$ cat config.mk
export PLATFORM = sky130hd
export DESIGN_NAME = uart_trans_cfg
export DESIGN_NICKNAME = d
export VERILOG_FILES = /design/src/rtl/uart_trans_cfg.sv
export SDC_FILE = /design/constraint.sdc
export NUM_CORES = 1
export LEC_CHECK = 0
export CORE_UTILIZATION = 40
export DETAILED_ROUTE_END_ITERATION = 10
export SLEW_MARGIN = 15
export SYNTH_ARGS = -nofsm -noshare
export SYNTH_HDL_FRONTEND = slang
export SYNTH_SLANG_ARGS = --single-unit
export TNS_END_PERCENT = 1
$ cat constraint.sdc
create_clock -name clk -period 2.1 [get_ports clk]
set_input_delay 0.42 -clock clk [delete_from_list [all_inputs] [get_ports clk]]
set_output_delay 0.42 -clock clk [all_outputs]
set_load 0.01 [all_outputs]
$ cat src/rtl/uart_trans_cfg.sv
// Run-time configurable UART transmitter: 5-8 data bits, optional parity, 1/2 stop bits.
// Define UART_TX_PARITY_EN to build the parity stage; otherwise parity_mode is ignored.
module uart_trans_cfg #(
    parameter int DATA_BITS  = 8,
    parameter int OVERSAMPLE = 16
) (
    input  logic                 clk,
    input  logic                 reset,
    input  logic                 s_tick,
    input  logic                 tx_start,
    input  logic [DATA_BITS-1:0] din,
    input  logic [1:0]           data_len,
    input  logic [1:0]           parity_mode,
    input  logic                 stop2,
    output logic                 tx,
    output logic                 tx_ack,
    output logic                 tx_busy,
    output logic                 tx_done_tick
);

    localparam int SW = $clog2(OVERSAMPLE);
    localparam logic [SW-1:0] SLast = SW'(OVERSAMPLE - 1);

    typedef enum logic [2:0] {
        StIdle,
        StStart,
        StData,
`ifdef UART_TX_PARITY_EN
        StParity,
`endif
        StStop
    } stateType;

    stateType             state;
    logic [SW-1:0]        sCnt;
    logic [2:0]           nCnt;
    logic [DATA_BITS-1:0] shiftReg;
    logic [DATA_BITS-1:0] shiftNext;
    logic [1:0]           lenQ;
    logic                 stop2Q;

    logic bitEnd;
    logic lastData;
    logic finalStop;
    logic accept;

`ifdef UART_TX_PARITY_EN
    logic [DATA_BITS-1:0] dinQ;
    logic [1:0]           parQ;
    logic                 parityBit;
    logic                 parityOn;

    always_comb begin
        parityBit = 1'b0;
        for (int i = 0; i < DATA_BITS; i++) begin
            if (i < int'(lenQ) + 5) begin
                parityBit = parityBit ^ dinQ[i];
            end
        end
        if (parQ == 2'b10) begin
            parityBit = ~parityBit;
        end
    end

    assign parityOn = (parQ == 2'b01) || (parQ == 2'b10);
`else
    logic unusedParityMode;
    assign unusedParityMode = ^parity_mode;
`endif

    assign shiftNext = shiftReg >> 1;
    assign bitEnd    = s_tick && (sCnt == SLast);
    assign lastData  = (nCnt == (3'(lenQ) + 3'd4));
    // nCnt counts completed stop bits, so the last one is at index stop2Q
    assign finalStop = (state == StStop) && bitEnd && (nCnt == {2'b00, stop2Q});
    assign accept    = tx_start && ((state == StIdle) || finalStop);

    always_ff @(posedge clk) begin
        if (!reset) begin
            state        <= StIdle;
            sCnt         <= '0;
            nCnt         <= '0;
            shiftReg     <= '0;
            lenQ         <= '0;
            stop2Q       <= 1'b0;
            tx           <= 1'b1;
            tx_ack       <= 1'b0;
            tx_busy      <= 1'b0;
            tx_done_tick <= 1'b0;
`ifdef UART_TX_PARITY_EN
            dinQ         <= '0;
            parQ         <= '0;
`endif
        end else begin
            tx_ack       <= 1'b0;
            tx_done_tick <= 1'b0;
            if (accept) begin
                state        <= StStart;
                sCnt         <= '0;
                nCnt         <= '0;
                shiftReg     <= din;
                lenQ         <= data_len;
                stop2Q       <= stop2;
                tx           <= 1'b0;
                tx_ack       <= 1'b1;
                tx_busy      <= 1'b1;
                tx_done_tick <= finalStop;
`ifdef UART_TX_PARITY_EN
                dinQ         <= din;
                parQ         <= parity_mode;
`endif
            end else if (finalStop) begin
                state        <= StIdle;
                sCnt         <= '0;
                nCnt         <= '0;
                tx           <= 1'b1;
                tx_busy      <= 1'b0;
                tx_done_tick <= 1'b1;
            end else if (s_tick && (state != StIdle)) begin
                if (!bitEnd) begin
                    sCnt <= sCnt + 1'b1;
                end else begin
                    sCnt <= '0;
                    case (state)
                        StStart: begin
                            state <= StData;
                            nCnt  <= '0;
                            tx    <= shiftReg[0];
                        end
                        StData: begin
                            shiftReg <= shiftNext;
                            if (lastData) begin
                                nCnt <= '0;
`ifdef UART_TX_PARITY_EN
                                if (parityOn) begin
                                    state <= StParity;
                                    tx    <= parityBit;
                                end else begin
                                    state <= StStop;
                                    tx    <= 1'b1;
                                end
`else
                                state <= StStop;
                                tx    <= 1'b1;
`endif
                            end else begin
                                nCnt <= nCnt + 3'd1;
                                tx   <= shiftNext[0];
                            end
                        end
`ifdef UART_TX_PARITY_EN
                        StParity: begin
                            state <= StStop;
                            nCnt  <= '0;
                            tx    <= 1'b1;
                        end
`endif
                        StStop: begin
                            nCnt <= nCnt + 3'd1;
                            tx   <= 1'b1;
                        end
                        default: begin
                            state <= StIdle;
                            tx    <= 1'b1;
                        end
                    endcase
                end
            end
        end
    end

endmodule

==> flow_summary.yaml <==
status:
  status: "complete, but fails checks"
  violations: "design-rule violations"
sta:
  fin_setup_tns_ps: 0
  period_needed_ps: 1980
  hold_viol_final: 0
  slew_headroom: 0.804
  setup_viol: 0
  skew_ps: 5.87
  finalCritPeriodShare: 0.944
  max_freq_mhz: 504
  grt_setup_unrepaired: "no"
  drv_slew: 0
  tightest_slew_ps: 294
pwr:
  power.density_nw_per_um2: 630
  p_leak_nw: 0.595
  peakVddDrop_uv: 251
route:
  drt_wl_total_um: 2630
  post_drt_wl_per_cell_um: 13.2
  antenna_left: 0
  post-route-drc-count: 2
  firstDrtPassIters: 7
  via_per_inst: 5.52
  vias: 1099
  initialDrtViolationCount: 44
finish:
  fin_area_um2: 1550
  syn_to_final_growth_pct: 29.6
  n_antenna_cell: 0
  final_nets: 192
  seqCellArea_um2: 480
  fin_util: 0.553
  drive_gt1_frac: 0.137
  final_cell_mix: "dfxtp_1, clkdlybuf4s50_1, buf_4"
  layout_commonest_cell: "dfxtp_1"
  stdcell_count: 199
  fillers: 267
  multi_input_area_um2: 657
cts:
  insertion_delay_ps: 310
  htreeDepth: 1
  ctsLongestPathBuffers: 2
  path_clk_slew_ps: 140
  cts_hold_buf: 0
  cts.sinks: 24
  cts_resized: 0
  cts_tree: "built"
  numCtsBuffers: 3
  postCtsSetupRepairBufs: 0
  cts-root-buf: "clkbuf_4"
job:
  maxCapViolations: 0
placement:
  dp.cells: 195
  io_buffers: 18
  globalplace.congestion: 0.801
  hpwl_um: 2090
  dpl-instance-area_um2: 1500
critical_path:
  cp.arrival_ps: 2240
  cp_top_family: "simple AND/OR/NAND/NOR gates"
  critPathCaptureType: "register"
  worstSetupStartpointType: "register"
  cp_num_buf_inv: 1
  cp_slowest_cell: "o41a_1"
  path_cells: "ha_1 -> or3b_1 -> o41a_1 -> buf_4 -> or2_0 -> a21oi_1"
  critPathMaxFanout: 4
  slowest_delay_ps: 450
  critPathKind: "reg2reg"
  required_ps: 2360
die:
  dieArea_um2: 3220
  start_util: 0.427
  ioPinCount: 21
  die_w_um: 56.7
  core_um2: 2810
  placementRows: 19
  die_h_um: 56.7
logic_synthesis:
  synth_top_area_frac: 0.401
  synth_edf_count: 0
  synth_top_cell_by_area: "dfxtp_1"
  netlist-cell-type-count: 37
  yosysWarnings: 0
  syn_inst: 136
  async_flop_share: 0
  yosysSeqAreaShare: 0.401
  netlist_area_um2: 1200
  syn_nets: 159
  ys_ff_latch: 24
  synthTopCellsByArea: "dfxtp_1, ha_1, mux2i_1, o21ai_0, a31oi_1"
  synth_ff_type: "dfxtp_1"
  syn_avg_cell_area_um2: 8.80
global_routing:
  grt_pass1_vias: 1123
  grt_pass1_wl_um: 4700
  grt_overflow: 0
  antenna_found_initial: 0
  grt_use_total: 0.184
  grt_max_degree: 15
hold_path:
  hold_path.class: "reg2reg"
-- logic make-up after synthesis --
group | Yosys count | synth area share
adder cells (fa/ha/maj) | 6 | 0.0627
buffers and inverters | 13 | 0.0502
multiplexers | 6 | 0.0512
XOR/XNOR | 6 | 0.0439
flip-flops | 24 | 0.401
AND/OR/NAND/NOR | 37 | 0.162
AO/OA/AOI/OAI | 44 | 0.229
-- cell type report --
type,instances,area share
Inverter,8,0.0194
Sequential cell,24,0.310
Clock inverter,1,0.0194
Clock buffer,3,0.0145
Timing Repair Buffer,33,0.189
Multi-Input combinational cell,99,0.423
Tap cell,31,0.0250
-- flip-flops by register name (all words and copies together) (netlist names) --
signal and cells:
shiftReg 8, sCnt 4, nCnt 3, lenQ 2, state 2, stop2Q 1, tx 1, tx_ack 1
tx_busy 1, tx_done_tick 1
-- cell usage after synthesis, drive strengths merged, types with 2 or more instances --
cell / instances
a21o: 3
ha: 6
nand3: 8
a21oi: 6
xor2: 2
nand2: 7
nor3: 2
a211oi: 5
inv: 8
a31oi: 7
mux2i: 5
o21ai: 16
buf: 4
xnor2: 4
nor2: 10
nor4: 2
dfxtp: 24
-- per-stage QoR --
| step | total power (W) | hold WS (ps) | worst slack (ps) |
|---|---|---|---|
| global placement | 0.000651 | 445 | 60.9 |
| CTS | 0.000990 | 488 | 117 |
| global route | 0.00102 | 520 | 26.5 |
| finish | 0.000977 | 477 | 118 |
| floorplan | 0.000586 | 456 | 248 |
| detailed placement | 0.000655 | 466 | 31.2 |
-- metal layers --
metal	vias to the layer above	part of all wire	GRT usage
met3	2	0.039	0.0253
met4	0	0.0061	0.0714
met1	517	0.46	0.229
li1	561	-	-
met5	-	0	0
met2	19	0.49	0.320
-- power breakdown --
part / switching (W) / internal, W
sequential: 0.0000165 / 0.000482
clock: 0.000140 / 0.000193
combinational: 0.0000643 / 0.0000813
total: 0.000221 / 0.000756
-- tightest hold or removal path: stages, from the launching register on --
cell and delay, ps:
dfxtp_1 340, inv_1 50, o22ai_1 50
-- worst paths after layout --
path                            depth (start not counted)          end  startpoint  slack (ps)
worst min register to register                          2      tx_busy     tx_busy         480
worst min-delay path                                    2      tx_busy     tx_busy         480
worst max register to register                          6  shiftReg[7]    state[0]         120
worst max-delay path                                    6  shiftReg[7]    state[0]         120
No activity file was read; power rests on OpenSTA's default activity.
==> RTL edit 1 (same settings) <==
The option `UART_TX_PARITY_EN` is turned on by a define.
--- a/src/rtl/uart_trans_cfg.sv
+++ b/src/rtl/uart_trans_cfg.sv
@@ -1,5 +1,7 @@
 // Run-time configurable UART transmitter: 5-8 data bits, optional parity, 1/2 stop bits.
 // Define UART_TX_PARITY_EN to build the parity stage; otherwise parity_mode is ignored.
+`define UART_TX_PARITY_EN
+
 module uart_trans_cfg #(
     parameter int DATA_BITS  = 8,
     parameter int OVERSAMPLE = 16
Behaviour: no difference found for any inputs over 10 cycles, from zero or initial values and one cycle with reset low; that may be too few to reach the edited logic, so the function may still have changed.
==> RTL edit 1 against the original RTL <==
Final area grew 41%; synthesized area grew 45%; combinational power grew 33%; count of clock-buffer cells in the layout grew 2; final cell count grew 48%; sequential power grew 42%; global-route usage grew 1.7 points; critical path type is now in -> reg; routed wire length grew 52%; clock skew shrank 0.0021 ns; setup slack gained 0.083 ns; total power grew 45%; sequential cell count grew 11; first-iteration DRC count grew to 2.8 times the old value.
==> RTL edit 1: results (changes against the original RTL) <==
Status
  – Status: completed

STA
  – Setup Viol. Count Final: 0 (unchanged)
  – Worst Skew: 0.00374 ns (-0.00213 ns)
  – Final Hold Vio Count: 0 (unchanged)
  – Slew @ Worst Pin: 0.360 ns (+0.0667 ns)

Routing
  – Routed WL per cell: 13.6 um (+2.9%)
  – Initial drt markers: 124 (+180%)
  – DR pass1 iterations: 4 (-3)
  – Vias per cell: 5.34 (-3.3%)

Placed design
  – Number of buffers added on ports: 20 (+2)
  – GP Congestion: 0.767 (-4.2%)
  – Dpl cell area: 2090 um^2 (+39%)
  – Detailed Place HPWL: 2.83 mm (+36%)

Finish
  – Fraction of layout cells with a size suffix above 1: 0.155 (+0.0182)
  – Final nets: 264 (+38%)
  – Largest regs: dinQ (8), shiftReg (8), sCnt (4)
  – Ant diodes: 0 (unchanged)

Critical path
  – Critical Path Max Stage Delay: 0.52 ns (+0.07 ns)
  – Arr. time, crit path: 2.09 ns (-0.15 ns)
  – Largest fanout on the critical path: 23 (+19)
  – Worst path slowest cell: clkdlybuf4s50_1

Clock tree
  – Post-CTS resize count: 0 (unchanged)
  – Post-CTS Setup Bufs: 0 (unchanged)
  – Clk slew on worst S/H paths: 0.08 ns (-0.06 ns)
  – Clk_lat worst skew: 0.30 ns
  – H-tree levels: 2 (+1)
  – CTS root buffer: clkbuf_8
  – Maximum buffer depth of the clock tree: 2 (unchanged)
  – CTS Buf Count: 5 (+2)

Logic synthesis
  – Top FF cell, synth: dfxtp_1
  – Commonest cells post-synth: nand2_1 (44), dfxtp_1 (35), a21oi_1 (25)
  – Post-Syn Nets: 230 (+45%)
  – Post-synth ARST share: 0 (unchanged)
  – YS warnings: 0 (unchanged)
  – Sequential share of the synthesized area: 0.405 (+0.00366)
  – Yosys cell types: 44 (+19%)
  – Area share of the largest cell type after synthesis: 0.405 (+0.00366)
  – Synth top area cells: dfxtp_1 (40%), nand2_1 (9.5%), a21oi_1 (7.2%)

Global routing
  – Vias in the first global route: 1,414 (+26%)
  – Global-route wire length before repair: 6.71 mm (+43%)
  – GRT Total Usage: 0.202 (+0.0175)
  – Largest net degree at the start of global routing: 24 (+9)
  – Initial antenna violation count: 0 (unchanged)

Power
  – Leak: 0.000814 uW (+37%)
  – Max VDD drop: 0.371 mV (+48%)

Hold path
  – Hold WC Path Type: reg -> reg
## RTL edit 1: kinds of logic (layout without fill, tap and decap cells)
| logic type | count (synthesis) | count (layout) | synth area share |
|---|---|---|---|
| fa+ha+maj | 3 | 3 | 0.0217 |
| simple gates | 92 | 92 | 0.268 |
| xor+xnor | 11 | 11 | 0.0557 |
| compound gates | 49 | 49 | 0.176 |
| buf+inv | 16 | 51 | 0.0484 |
| mux | 4 | 4 | 0.0253 |
| flops | 35 | 35 | 0.405 |
## RTL edit 1: worst max-delay path, delay by kind of cell
family | cells | cell delay (ns)
AND/OR/NAND/NOR | 3 | 0.66
buffers and inverters | 2 | 0.68
AO/OA/AOI/OAI | 2 | 0.31
## RTL edit 1: layout make-up
cell class | instances | area (um^2)
Clock buffer | 5 | 68.8
Clock inverter | 3 | 23.8
Fill cell | 419 | 1910
Inverter | 5 | 18.8
Multi-Input combinational cell | 159 | 946
Sequential cell | 35 | 701
Tap cell | 50 | 62.6
Timing Repair Buffer | 38 | 360
## RTL edit 1: worst paths after layout
| path | from | to | slack, ns | cells after the start |
|---|---|---|---|---|
| worst min-delay path | dinQ[5]$_SDFFE_PN0P_ | dinQ[5]$_SDFFE_PN0P_ | 0.45 | 2 |
| worst min register to register | dinQ[5]$_SDFFE_PN0P_ | dinQ[5]$_SDFFE_PN0P_ | 0.45 | 2 |
| worst max register to register | sCnt[0]$_SDFFE_PP0P_ | shiftReg[6]$_SDFFE_PN0P_ | 0.22 | 7 |
| worst max-delay path | s_tick | shiftReg[6]$_SDFFE_PN0P_ | 0.20 | 7 |
## RTL edit 1: metal layers
metal	vias to the layer above	track usage	share of wire
li1	811	-	-
met2	37	0.307	0.46
met4	0	0.0859	0.018
met1	722	0.264	0.49
met5	-	0	0
met3	6	0.0557	0.036
## RTL edit 1: through the flow
stage / TNS [ns] / total power, uW / cells / worst slack (ns)
after floorplan: 0 / 836 / 210 / 0.234
after global placement: -1.88 / 919 / 287 / -0.0964
after detailed placement: -2.02 / 919 / 287 / -0.108
after CTS: 0 / 1440 / 295 / 0.203
after global routing: 0 / 1500 / 295 / 0.113
final: 0 / 1420 / 295 / 0.201
## RTL edit 1: power by group
part | leakage [uW] | internal, uW | switching [uW]
clock network | 0.0000408 | 237 | 279
registers | 0.000286 | 692 | 18.7
logic | 0.000487 | 99.9 | 93.8
==> RTL edit 2 (config.mk and constraints unchanged) <==
Made on the original files. Re-encode `stateType` (4 states) as one-hot, 4 bits wide.
--- a/src/rtl/uart_trans_cfg.sv
+++ b/src/rtl/uart_trans_cfg.sv
@@ -21,14 +21,14 @@
     localparam int SW = $clog2(OVERSAMPLE);
     localparam logic [SW-1:0] SLast = SW'(OVERSAMPLE - 1);
 
-    typedef enum logic [2:0] {
-        StIdle,
-        StStart,
-        StData,
+    typedef enum logic [3:0] {
+        StIdle  = 4'b0001,
+        StStart = 4'b0010,
+        StData  = 4'b0100,
 `ifdef UART_TX_PARITY_EN
         StParity,
 `endif
-        StStop
+        StStop  = 4'b1000
     } stateType;
 
     stateType             state;
Formal check against the unedited RTL: same outputs for any inputs over 10 cycles, from zero or initial values and one cycle with reset low; not proved beyond that.
==> RTL edit 2 against the original RTL <==
Sequential share of layout area decreased by 0.45 points; synthesized cell count increased by 13%; critical path depth decreased by 1; routed wire length increased by 17%; sequential cell count increased by 2; final area increased by 9.9%; clock skew decreased by 0.0026 ns; synthesized area increased by 16%; utilization decreased by 4.2 points; total power increased by 14%; die area increased by 16%; setup slack improved by 0.090 ns.
==> RTL edit 2: results (changes against the original RTL) <==
Routing
  – Initial drt markers: 30 (-32%)
  – Vias: 1,254 (+14%)
  – Final WL: 3.06 mm (+17%)

Critical path
  – Arr. time, crit path: 2.14 ns (-0.10 ns)
  – Crit path capture: shiftReg[5]$_SDFFE_PN0P_
  – Top delay family on crit path: simple AND/OR/NAND/NOR gates
  – Reg2reg start: sCnt[0]$_SDFFE_PP0P_
  – Largest fanout on the critical path: 8 (+4)
  – Worst path slowest cell: or4_4
  – R2r setup slk: 0.21 ns (+0.09 ns)

Clock tree
  – CTS Buf Count: 3 (unchanged)
  – Clk_lat worst skew: 0.33 ns (+0.02 ns)

Global routing
  – Vias in the first global route: 1,217 (+8.4%)
  – Largest net degree at the start of global routing: 16 (+1)
  – GRT Total Usage: 0.189 (+0.00439)
  – Global-route wire length before repair: 5.20 mm (+11%)

Logic synthesis
  – Synth Area in Compound Gates: 0.236 (+0.00746)
  – Sequential share of the synthesized area: 0.374 (-0.0275)
  – YS warnings: 0 (unchanged)
  – Post-Syn Nets: 173 (+8.8%)
  – Synth top area cells: dfxtp_1 (37%), mux2i_1 (5.0%), a211oi_1 (4.3%)
  – Xor/xnor share of the synthesized area: 0.0314 (-0.0124)
  – Commonest cells post-synth: dfxtp_1 (26), a21oi_1 (11), nor2_1 (10)
  – Mux share of post-synthesis cell area: 0.0503 (-0.000887)
  – Yosys cell types: 44 (+19%)
  – Post-synthesis adder-cell area fraction: 0.0180 (-0.0447)

STA
  – Slew @ Worst Pin: 0.600 ns (+0.306 ns)
  – Fin crit period: 1.89 ns (-0.0896 ns)

Power
  – Leak: 0.000672 uW (+13%)
  – Max VDD drop: 0.271 mV (+8.2%)

Finish
  – Largest regs: shiftReg (8), sCnt (4), state (4)
  – Fraction of layout cells with a size suffix above 1: 0.157 (+0.0204)
  – Final nets: 198 (+3.1%)

Placed design
  – Number of buffers added on ports: 18 (unchanged)
  – Worst slack at placement: -0.104 ns (-0.135 ns)
  – GP Congestion: 0.794 (-0.92%)

Hold path
  – HP Start: sCnt[1]$_SDFFE_PP0P_

Status
  – Status: completed
==> RTL edit 2: cell count changes in the layout (fill, tap and decap cells not counted), moves of 5 or more <==
cell       change
o21ai_1        -7
a21oi_1        +5
a31oi_1        -5
nor3_1         +6
o2111ai_1      +5
==> RTL edit 2: logic make-up after synthesis <==
kind of cell,after synthesis
flip-flops,26
XOR/XNOR,5
AO/OA/AOI/OAI,45
adder cells (fa/ha/maj),2
buffers and inverters,15
multiplexers,7
AND/OR/NAND/NOR,54
==> RTL edit 2: worst min path at each step <==
stage / slack, ns / cells after the start / end
global placement: 0.46 / 2 / sCnt[1]$_SDFFE_PP0P_
floorplan: 0.45 / 2 / sCnt[1]$_SDFFE_PP0P_
finish: 0.49 / 2 / sCnt[1]$_SDFFE_PP0P_
detailed placement: 0.47 / 2 / sCnt[1]$_SDFFE_PP0P_
global route: 0.51 / 2 / sCnt[1]$_SDFFE_PP0P_
CTS: 0.49 / 2 / sCnt[1]$_SDFFE_PP0P_
==> RTL edit 2: final cells by class <==
type                       count  area, um^2
fill                         329        1630
multi-input combinational    113         790
sequential                    26         520
timing repair buffer          29         263
tap                           46        57.6
clock inverter                 1        30.0
clock buffer                   3        22.5
inverter                       6        22.5
==> RTL edit 2: per-stage QoR <==
step | std cells | hold WS, ns | TNS, ns | instance area, um^2 | power (uW)
5_1_grt | 224 | 0.514 | 0 | 1710 | 1170
3_3_place_gp | 220 | 0.463 | -0.434 | 1650 | 770
2_1_floorplan | 154 | 0.453 | 0 | 1390 | 682
3_5_place_dp | 220 | 0.471 | -0.617 | 1650 | 776
4_1_cts | 224 | 0.491 | 0 | 1710 | 1130
6_report | 224 | 0.489 | 0 | 1710 | 1120
==> RTL edit 2: metal layers <==
metal,wire length [um],vias up,GRT usage
met5,0,-,0
met1,1390,588,0.222
li1,-,635,-
met3,91,7,0.0299
met4,80,0,0.104
met2,1500,24,0.327
==> RTL edit 2: where the power goes <==
part,switching [uW],total [uW],internal (uW)
clock,159,352,193
combinational,104,211,106
sequential,26.6,554,527
==> RTL edit 2: worst min-delay path, cell delays in order, from the launching register on <==
cell and delay, ns:
dfxtp_1 0.35, nand2_1 0.06, a21oi_1 0.05
